## config.mk

```make
export PLATFORM = sky130hd
export DESIGN_NAME = unidad_fetch
export DESIGN_NICKNAME = d
export VERILOG_FILES = /design/src/rtl/unidad_fetch.sv
export SDC_FILE = /design/constraint.sdc
export NUM_CORES = 1
export LEC_CHECK = 0
export BUFFER_PORTS_ARGS = -buffer_cell sky130_fd_sc_hd__buf_4
export CAP_MARGIN = 15
export CELL_PAD_IN_SITES_DETAIL_PLACEMENT = 2
export CELL_PAD_IN_SITES_GLOBAL_PLACEMENT = 2
export CORE_ASPECT_RATIO = 0.5
export CORE_MARGIN = 4
export CORE_UTILIZATION = 38
export DETAILED_ROUTE_END_ITERATION = 8
export MAX_ROUTING_LAYER = met4
export PLACE_DENSITY = 0.93
export SYNTH_ARGS = -nofsm -noshare
export SYNTH_HDL_FRONTEND = slang
export SYNTH_SLANG_ARGS = --single-unit
```

## constraint.sdc

```tcl
create_clock -name clk -period 18.2 [get_ports clk]
set_input_delay 1.82 -clock clk [delete_from_list [all_inputs] [get_ports clk]]
set_output_delay 1.82 -clock clk [all_outputs]
set_load 0.02 [all_outputs]
```

## src/rtl/unidad_fetch.sv

```systemverilog
// Instruction-fetch stage: owns the PC, fetches over a req/ack memory handshake
// and drives the IF/ID register, with a one-entry skid for lossless stalls.
module unidad_fetch #(
    parameter logic [31:0] RESET_PC = 32'h0000_0000,
    parameter logic [31:0] PC_STEP  = 32'd4
) (
    input  logic        clk,
    input  logic        rst,
    input  logic        stall,
    input  logic        redir,
    input  logic [31:0] redir_pc,
    output logic        mem_req,
    output logic [31:0] mem_addr,
    input  logic        mem_ack,
    input  logic [31:0] mem_rdata,
    output logic [31:0] SalAdd,
    output logic [31:0] SalInst,
    output logic        SalVal
);

    typedef enum logic [1:0] {
        ST_REQ   = 2'd0,
        ST_HOLD  = 2'd1,
        ST_DRAIN = 2'd2
    } state_e;

    state_e      state_q, state_d;
    logic [31:0] pc_q, pc_d;
    logic [31:0] addr_q, addr_d;
    logic        req_q, req_d;
    logic [31:0] add_q, add_d;
    logic [31:0] inst_q, inst_d;
    logic        val_q, val_d;
    logic [31:0] skid_add_q, skid_add_d;
    logic [31:0] skid_inst_q, skid_inst_d;
    logic        skid_vld_q, skid_vld_d;
    logic [31:0] pc_inc_s;

    assign pc_inc_s = pc_q + PC_STEP;

    // Next-state logic; redirect outranks stall and every state transition.
    always_comb begin
        state_d     = state_q;
        pc_d        = pc_q;
        add_d       = add_q;
        inst_d      = inst_q;
        val_d       = val_q;
        skid_add_d  = skid_add_q;
        skid_inst_d = skid_inst_q;
        skid_vld_d  = skid_vld_q;

        if (redir) begin
            pc_d        = redir_pc & 32'hFFFF_FFFC;
            val_d       = 1'b0;
            skid_add_d  = 32'h0000_0000;
            skid_inst_d = 32'h0000_0000;
            skid_vld_d  = 1'b0;
            if ((state_q != ST_HOLD) && !mem_ack) begin
                state_d = ST_DRAIN;
            end else begin
                state_d = ST_REQ;
            end
        end else begin
            case (state_q)
                ST_REQ: begin
                    if (mem_ack) begin
                        pc_d = pc_inc_s;
                        if (!val_q || !stall) begin
                            inst_d = mem_rdata;
                            add_d  = pc_inc_s;
                            val_d  = 1'b1;
                        end else begin
                            skid_inst_d = mem_rdata;
                            skid_add_d  = pc_inc_s;
                            skid_vld_d  = 1'b1;
                            state_d     = ST_HOLD;
                        end
                    end else if (!stall) begin
                        val_d = 1'b0;
                    end else begin
                        val_d = val_q;
                    end
                end
                ST_HOLD: begin
                    if (!stall) begin
                        inst_d      = skid_inst_q;
                        add_d       = skid_add_q;
                        val_d       = skid_vld_q;
                        skid_vld_d  = 1'b0;
                        state_d     = ST_REQ;
                    end else begin
                        state_d = ST_HOLD;
                    end
                end
                ST_DRAIN: begin
                    // Returning word belongs to the pre-redirect stream.
                    if (mem_ack) begin
                        state_d = ST_REQ;
                    end else begin
                        state_d = ST_DRAIN;
                    end
                end
                default: begin
                    state_d = ST_REQ;
                end
            endcase
        end

        req_d  = (state_d != ST_HOLD);
        addr_d = (state_d == ST_DRAIN) ? addr_q : pc_d;
    end

    // State and registered outputs.
    always_ff @(posedge clk or posedge rst) begin
        if (rst) begin
            state_q     <= ST_REQ;
            pc_q        <= RESET_PC;
            addr_q      <= RESET_PC;
            req_q       <= 1'b1;
            add_q       <= 32'h0000_0000;
            inst_q      <= 32'h0000_0000;
            val_q       <= 1'b0;
            skid_add_q  <= 32'h0000_0000;
            skid_inst_q <= 32'h0000_0000;
            skid_vld_q  <= 1'b0;
        end else begin
            state_q     <= state_d;
            pc_q        <= pc_d;
            addr_q      <= addr_d;
            req_q       <= req_d;
            add_q       <= add_d;
            inst_q      <= inst_d;
            val_q       <= val_d;
            skid_add_q  <= skid_add_d;
            skid_inst_q <= skid_inst_d;
            skid_vld_q  <= skid_vld_d;
        end
    end

    assign mem_req  = req_q;
    assign mem_addr = addr_q;
    assign SalAdd   = add_q;
    assign SalInst  = inst_q;
    assign SalVal   = val_q;

endmodule
```

# Word-level counts from Yosys, hierarchy flattened
# Index checks and enable logic that the tools add are counted.
# op_classes
add_sub_neg	1
n_eq_ne	14
n_mux	36
n_bitwise	1
n_reduce_logical	14
# op_table
cell	n
$mux 32	17
$pmux 32 s2	2
$add 32x3->32 const B	1
$mux 2	5
$mux 1	9
$ne 3x3->1 const B	3
$ne 2x2->1 const B	4
$ne 4x4->1 const B	2
$reduce_and 4->1	2
$pmux 2 s3	1
$reduce_bool 2->1	3
$reduce_and 5->1	1
$eq 2x2->1 const B	2
$ne 2x1->1 const B	2
$pmux 1 s2	2
$logic_not 1->1	3
$reduce_and 3->1	1
$reduce_bool 3->1	1
$eq 2x1->1 const B	1
$logic_not 2->1	1
$logic_and 1x1->1	1
$logic_or 1x1->1	1
$not 1->1	1
# totals
ff_bits	197
input_bits	69
out_inout_bits	98

# Depth between registers and ports, before layout
# Gate-level depths: netlist of run 1.
# depth
ltp_word	7
depth_mapped	8
depth_no_buf	6

# Worst setup path after synthesis of run 1
# No wires, ideal clock.
# synth_timing
path_kind	input port to flip-flop
from	input mem_ack
to	register addr_q[31] (netlist: mem_addr[31])
setup_ps	126
arrival_ps	3211
required_time_ps	18074
slack_ps	14863
path_stages	6
n_path_buf	1
path_cell_list	or3b_1 > buf_2 > nor4_4 > nand4_1 > xnor2_1 > a221o_1
# synth_between
elab_chain_len	5
# synth_rtl
element	line	text
from (decl)	14	input logic mem_ack,
branches (longest 5 deep; another with $pmux 2 s3)	n/a	
to (signal assigned)	129	addr_q <= addr_d;
to (decl)	29	logic [31:0] addr_q, addr_d;
# Parallel ways; which one is timed is not known.
# A chain may end at the register's enable or synchronous reset.

# Worst setup path after layout of run 1
# layout_timing
from	input redir
to	register addr_q[25] (netlist: mem_addr[25])
# layout_between
elab_chain_len	2
# layout_rtl
element	line	text
from (decl)	10	input logic redir,
$mux 2	52	if (redir) begin
$eq 2x2->1	110	addr_d = (state_d == ST_DRAIN) ? addr_q : pc_d;
# Several ways; a longest one is shown, not always the timed one.

==> results of run 1 <==
==> registers in the layout, indices dropped and copies added (netlist names) <==
signal	cells
SalInst	32
SalVal	1
pc_q	32
skid_vld_q	1
skid_add_q	32
SalAdd	32
mem_addr	32
state_q	2
skid_inst_q	32
mem_req	1
==> routing by layer <==
metal	wire [um]	share of wire, %	GRT usage [%]
met1	15900	42	36.4
met2	18900	50	47.7
met3	1860	4.9	5.59
met4	1300	3.4	11.8
met5	0	0	-
==> cells in the mapped netlist (all sizes together) <==
cell,count
dfrtp,196
nor3b,1
a31oi,43
mux2,24
nor2b,4
nand2,160
a311oi,1
xor2,20
a221o,14
o211ai,7
or3,5
o21a,1
o22ai,1
a22o,41
nor4,14
or4,2
and4,8
a21bo,1
a21boi,1
inv,8
nand4,18
mux2i,2
xnor2,20
ha,1
nand2b,2
or2,2
o21ai,70
nand3,26
and2,2
clkbuf,50
buf,22
nand3b,1
o311ai,1
a21o,8
or3b,1
and3,23
dfstp,1
o211a,1
a221oi,3
o31ai,3
nor3,21
a21oi,15
o31a,7
nor2,61
==> tightest hold or removal path, cell delays in order, from the launching register on <==
cell	delay (ns)
dfrtp_1	0.34
nand2_1	0.05
o21ai_0	0.06
==> worst max-delay path by stage <==
stage | from | to | slack (ns) | depth (start not counted)
2_1_floorplan | rst | SalAdd[0]$_DFFE_PP0P_ | 11.01 | 1
3_3_place_gp | redir | mem_addr[13]$_DFFE_PP0P_ | 13.69 | 7
3_5_place_dp | redir | mem_addr[25]$_DFFE_PP0P_ | 13.59 | 8
4_1_cts | redir | mem_addr[25]$_DFFE_PP0P_ | 13.95 | 8
5_1_grt | redir | mem_addr[25]$_DFFE_PP0P_ | 13.76 | 8
6_report | redir | mem_addr[25]$_DFFE_PP0P_ | 13.88 | 8
==> power by group through the flow <==
| stage | Combinational [mW] | Clock, mW | Sequential (mW) |
|---|---|---|---|
| floorplan | 0.0960 | 0 | 0.580 |
| finish | 0.280 | 0.440 | 0.540 |
| CTS | 0.282 | 0.446 | 0.539 |
| global placement | 0.256 | 0 | 0.538 |
| global route | 0.298 | 0.464 | 0.545 |
| detailed placement | 0.272 | 0 | 0.544 |
==> kinds of logic after synthesis <==
family	after synthesis
AOI/OAI and AO/OA	218
and+or+nand+nor	351
muxes	26
adders and majority gates	1
xor gates and xnor gates	40
DFF	197
buffers and inverters	80
==> through the flow <==
stage	util (%)	total power, mW
floorplan	-	0.676
global placement	45.3	0.795
detailed placement	45.3	0.816
CTS	48.2	1.27
global route	48.2	1.31
finish	48.2	1.26
==> final cells by class <==
cell class	count	area (um^2)	share of cell area [%]
clock buffer	21	450	4.04
clock inverter	10	203	1.82
inverter	8	37.5	0.336
multi-input combinational	636	3860	34.6
sequential	197	4930	44.2
tap	307	384	3.44
timing repair buffer	173	1300	11.6
==> flow_summary.yaml, run 1 <==
worst_setup_path:
  cpPeakStageDelay_ns: 0.68
  required_ns: 18.53
  start_kind: "input pin"
  r2r-start: "state_q[1]$_DFF_PP0_"
  r2r_slack_ns: 15.16
  critPathMaxFanout: 48
  crit_slowest_cell: "inv_1"
  cp_top_family: "buffers and inverters"
  crit_arrival_ns: 4.65
  end_kind: "flip-flop"
  reg2reg_depth: 7
  cp.buffers_inverters: 3
  crit_chain: "buf_4 -> nor2_1 -> o21ai_0 -> nand2_1 -> inv_1 -> nor2_1 -> buf_4 -> a221o_1"
  r2r_end: "mem_addr[25]$_DFFE_PP0P_"
  crit_type: "in -> reg"
placement:
  hpwl_um: 23000
  pre_cts_ws_ns: 13.59
  port_buffers: 164
  dp.cells: 1321
  gp_congestion: 0.880
  dpl_cell_area_um2: 10500
timing:
  grt_setup_unrepaired: "no"
  period_minus_slack_ns: 4.32
  relSlewSlack_pct: 23.9
  drv_slew: 0
  fmax_mhz: 232
  fin_skew_ns: 0.0142
  setup_viol: 0
  layout_setup_ws_ns: 13.88
  timing.hold.ws_ns: 0.486
  hold_violations: 0
  min_period_over_period_pct: 23.7
  tightest_slew_ns: 1.14
  tns_ns: 0
clock_tree:
  cts_max_path_buffers: 2
  numCtsBuffers: 17
  cts.clk_slew.worst_paths_ns: 0.07
  clk_latency_ns: 0.46
  h-tree-depth: 4
  cts_setup_buffers: 0
  cts-resized-gates: 0
  numClockSinks: 197
  cts_hold_buf: 0
  cts_tree: "built"
  root_buffer: "clkbuf_16"
synthesis:
  yosys.area.top_type: "dfrtp_1"
  muxShareOfSynthArea_pct: 3.24
  yosysWarnings: 0
  synth.distinct_cells: 57
  synthAdderAreaFrac_pct: 0.138
  yosys-top-cells-area: "dfrtp_1, nand2_1, a22o_1"
  synth_top_family_by_area: "simple AND/OR/NAND/NOR gates"
  synth_compound_area_share_pct: 16.2
  netlist_area_um2: 9090
  synth-seq-area-share_pct: 54.3
  synth_seq_cells: 197
  avgSynthCellArea_um2: 9.95
  synth_top_cell_area_share_pct: 54.0
  synthSimpleGateAreaFrac_pct: 18.6
  syn_nets: 983
  post_synth_inst_count: 913
  yosys.area_share.xor_xnor_pct: 3.86
drt:
  viasPerCell: 6.12
  routedWlPerCell_um: 28.0
  drt_wl_total_um: 37900
  ant_nets: 0
  drtIter0Drc: 838
  num_vias: 8270
  dr.pass1.iters: 5
  drc_errors: 0
outcome:
  status: "finished, final reports clean"
power_and_ir_drop:
  p_per_area_nw_per_um2: 113
  swShare_pct: 32.0
  p_int_uw: 857
  peakVddDrop_uv: 67.0
  p_sw_uw: 403
  leakagePower_nw: 5.11
  combinationalPowerShare_pct: 22.2
  clock_power_share_pct: 34.9
  sequentialPowerShare_pct: 42.9
run:
  maxCapViolCount: 0
die:
  dieArea_um2: 26600
  ios: 167
  fp.dieH_um: 117
  start_util_pct: 39.2
  core_area_um2: 23200
  num_rows: 39
  die_w_um: 227
min_path:
  min_from: "skid_add_q[31]$_DFFE_PP0P_"
  hold_end: "skid_add_q[31]$_DFFE_PP0P_"
  hold_path.class: "reg -> reg"
  min_path_cells: 2
layout:
  layout.cells.most_common: "dfrtp_1"
  stdcell_count: 1352
  n_fill_cell: 2341
  mostFrequentLayoutCells: "dfrtp_1, buf_4, nand2_1"
  antennaDiodeCount: 0
  drive_above_1_share_pct: 23.3
  fin_area_um2: 11200
  area_delta_synth_final_pct: 22.8
  finalNetCount: 1103
global_route:
  grt_pass1_vias: 9305
  grt_antenna_before_repair: 0
  grt_max_degree: 120
  grt_usage_pct: 29.4
  grt_pass1_wl_um: 58700
  overflow: 0
Power figures use the tool's default switching activity.
==> run 2, diff against run 1 <==
CORE_UTILIZATION = 31   (was 38)
PLACE_DENSITY = 0.82   (was 0.93)
clock period = 3.6 ns   (was 18.2 ns; I/O delays follow)
==> run 2 against run 1 <==
  * Register-to-register slack lost 14 ns
  * Setup slack lost 13 ns
  * First-iteration DRC count shrank 32%
  * Flip-flop and latch count is the same
  * Clock power grew to 4.9 times the previous value
  * Critical path type is now reg -> reg
  * Highest routed layer unchanged
==> flow_summary.yaml, run 2 (synthesized netlist as in run 1, its figures left out) <==
outcome:
  status: "finished, final reports clean"
clock_tree:
  h-tree-depth: 4
  cts_setup_buffers: 0
  cts_tree: "built"
  numClockSinks: 197
  root_buffer: "clkbuf_16"
  numCtsBuffers: 17
  cts_max_path_buffers: 2
  cts.clk_slew.worst_paths_ns: 0.07
  clk_latency_ns: 0.45
  cts-resized-gates: 0
  cts_hold_buf: 1
timing:
  fmax_mhz: 366
  grt_setup_unrepaired: "no"
  min_period_over_period_pct: 75.9
  relSlewSlack_pct: 43.4
  period_minus_slack_ns: 2.73
  setup_viol: 0
  fin_skew_ns: 0.0111
  tns_ns: 0
  hold_violations: 0
  tightest_slew_ns: 0.848
  drv_slew: 0
  layout_setup_ws_ns: 0.869
layout:
  mostFrequentLayoutCells: "dfrtp_1, buf_4, nand2_1"
  area_delta_synth_final_pct: 24.6
  layout.cells.most_common: "dfrtp_1"
  antennaDiodeCount: 0
  drive_above_1_share_pct: 23.9
  finalNetCount: 1111
  utilization_pct: 40.0
drt:
  viasPerCell: 5.41
  routedWlPerCell_um: 22.3
  drt_wl_total_um: 32000
  drc_errors: 0
  ant_nets: 0
  dr.pass1.iters: 5
  num_vias: 7772
  drtIter0Drc: 568
placement:
  pre_cts_ws_ns: 0.963
  port_buffers: 164
  gp_congestion: 0.850
  hpwl_um: 21900
die:
  fp.dieH_um: 129
  start_util_pct: 32.1
  ios: 167
  die_w_um: 250
  core_area_um2: 28300
  num_rows: 43
  dieArea_um2: 32300
worst_setup_path:
  critPathMaxFanout: 15
  end_kind: "flip-flop"
  r2r-start: "pc_q[2]$_DFF_PP0_"
  crit_arrival_ns: 3.06
  required_ns: 3.93
  start_kind: "flip-flop"
  startpoint: "pc_q[2]$_DFF_PP0_"
  crit_type: "reg -> reg"
run:
  maxCapViolCount: 0
min_path:
  min_from: "mem_rdata[13]"
  hold_path.class: "in -> reg"
global_route:
  grt_usage_pct: 20.6
  grt_max_degree: 76
  overflow: 0
  grt_antenna_before_repair: 0
  grt_pass1_vias: 8706
  grt_pass1_wl_um: 51100
power_and_ir_drop:
  leakagePower_nw: 5.15
  peakVddDrop_uv: 317
  p_per_area_nw_per_um2: 548
  power_mw: 6.21
## run 2: cell count changes in the layout (fill, tap and decap cells not counted)
| cell | previous run | this run |
|---|---|---|
| buf_12 | 0 | 2 |
| buf_4 | 173 | 178 |
| bufinv_16 | 6 | 5 |
| clkbuf_8 | 1 | 2 |
| clkinv_2 | 3 | 4 |
| clkinvlp_4 | 1 | 2 |
| dlygate4sd3_1 | 0 | 1 |
| inv_8 | 1 | 0 |
## run 2: final timing paths
kind	end	depth (start not counted)	slack, ns
setup / recovery	mem_addr[26]$_DFFE_PP0P_	6	0.87
hold / removal	skid_inst_q[13]$_DFFE_PP0P_	2	0.14
setup reg to reg	mem_addr[26]$_DFFE_PP0P_	6	0.87
hold reg to reg	skid_add_q[24]$_DFFE_PP0P_	2	0.49
max in group asynchronous	skid_inst_q[4]$_DFFE_PP0P_	4	2.21
min in group asynchronous	SalInst[26]$_DFFE_PP0P_	3	0.50
## run 2: layout make-up
| class | count | area (um^2) |
|---|---|---|
| inverters | 8 | 33.8 |
| clock inverters | 10 | 178 |
| fillers | 3028 | 17000 |
| clock buffers | 22 | 464 |
| flip-flops and latches | 197 | 4930 |
| repair buffers | 181 | 1390 |
| well taps | 382 | 478 |
| multi-input cells | 636 | 3860 |
## run 2: routing by layer
metal | track usage (%) | wire length [um] | share of wire, %
met1 | 26.6 | 14500 | 45
met2 | 34.4 | 16000 | 50
met3 | 3.47 | 1020 | 3.2
met4 | 5.02 | 529 | 1.7
met5 | - | 0 | 0
## run 2: critical path: stages, from the launching register on
cell and delay, ns:
dfrtp_1 0.56, ha_1 0.28, and3_2 0.35, nand4_2 0.42, nor4_1 0.45, xor2_1 0.19
a221o_1 0.35
## run 2: metrics by stage
stage	instance area (um^2)	std cells	hold WS, ns
2_1_floorplan	9090	913	0.433
3_3_place_gp	10700	1403	0.395
3_5_place_dp	10700	1403	0.405
4_1_cts	11300	1436	0.113
5_1_grt	11300	1436	0.116
6_report	11300	1436	0.137
## run 2: power by group
part,switching (mW),internal [mW]
Combinational,0.807,0.553
Clock,0.875,1.27
Sequential,0.232,2.47
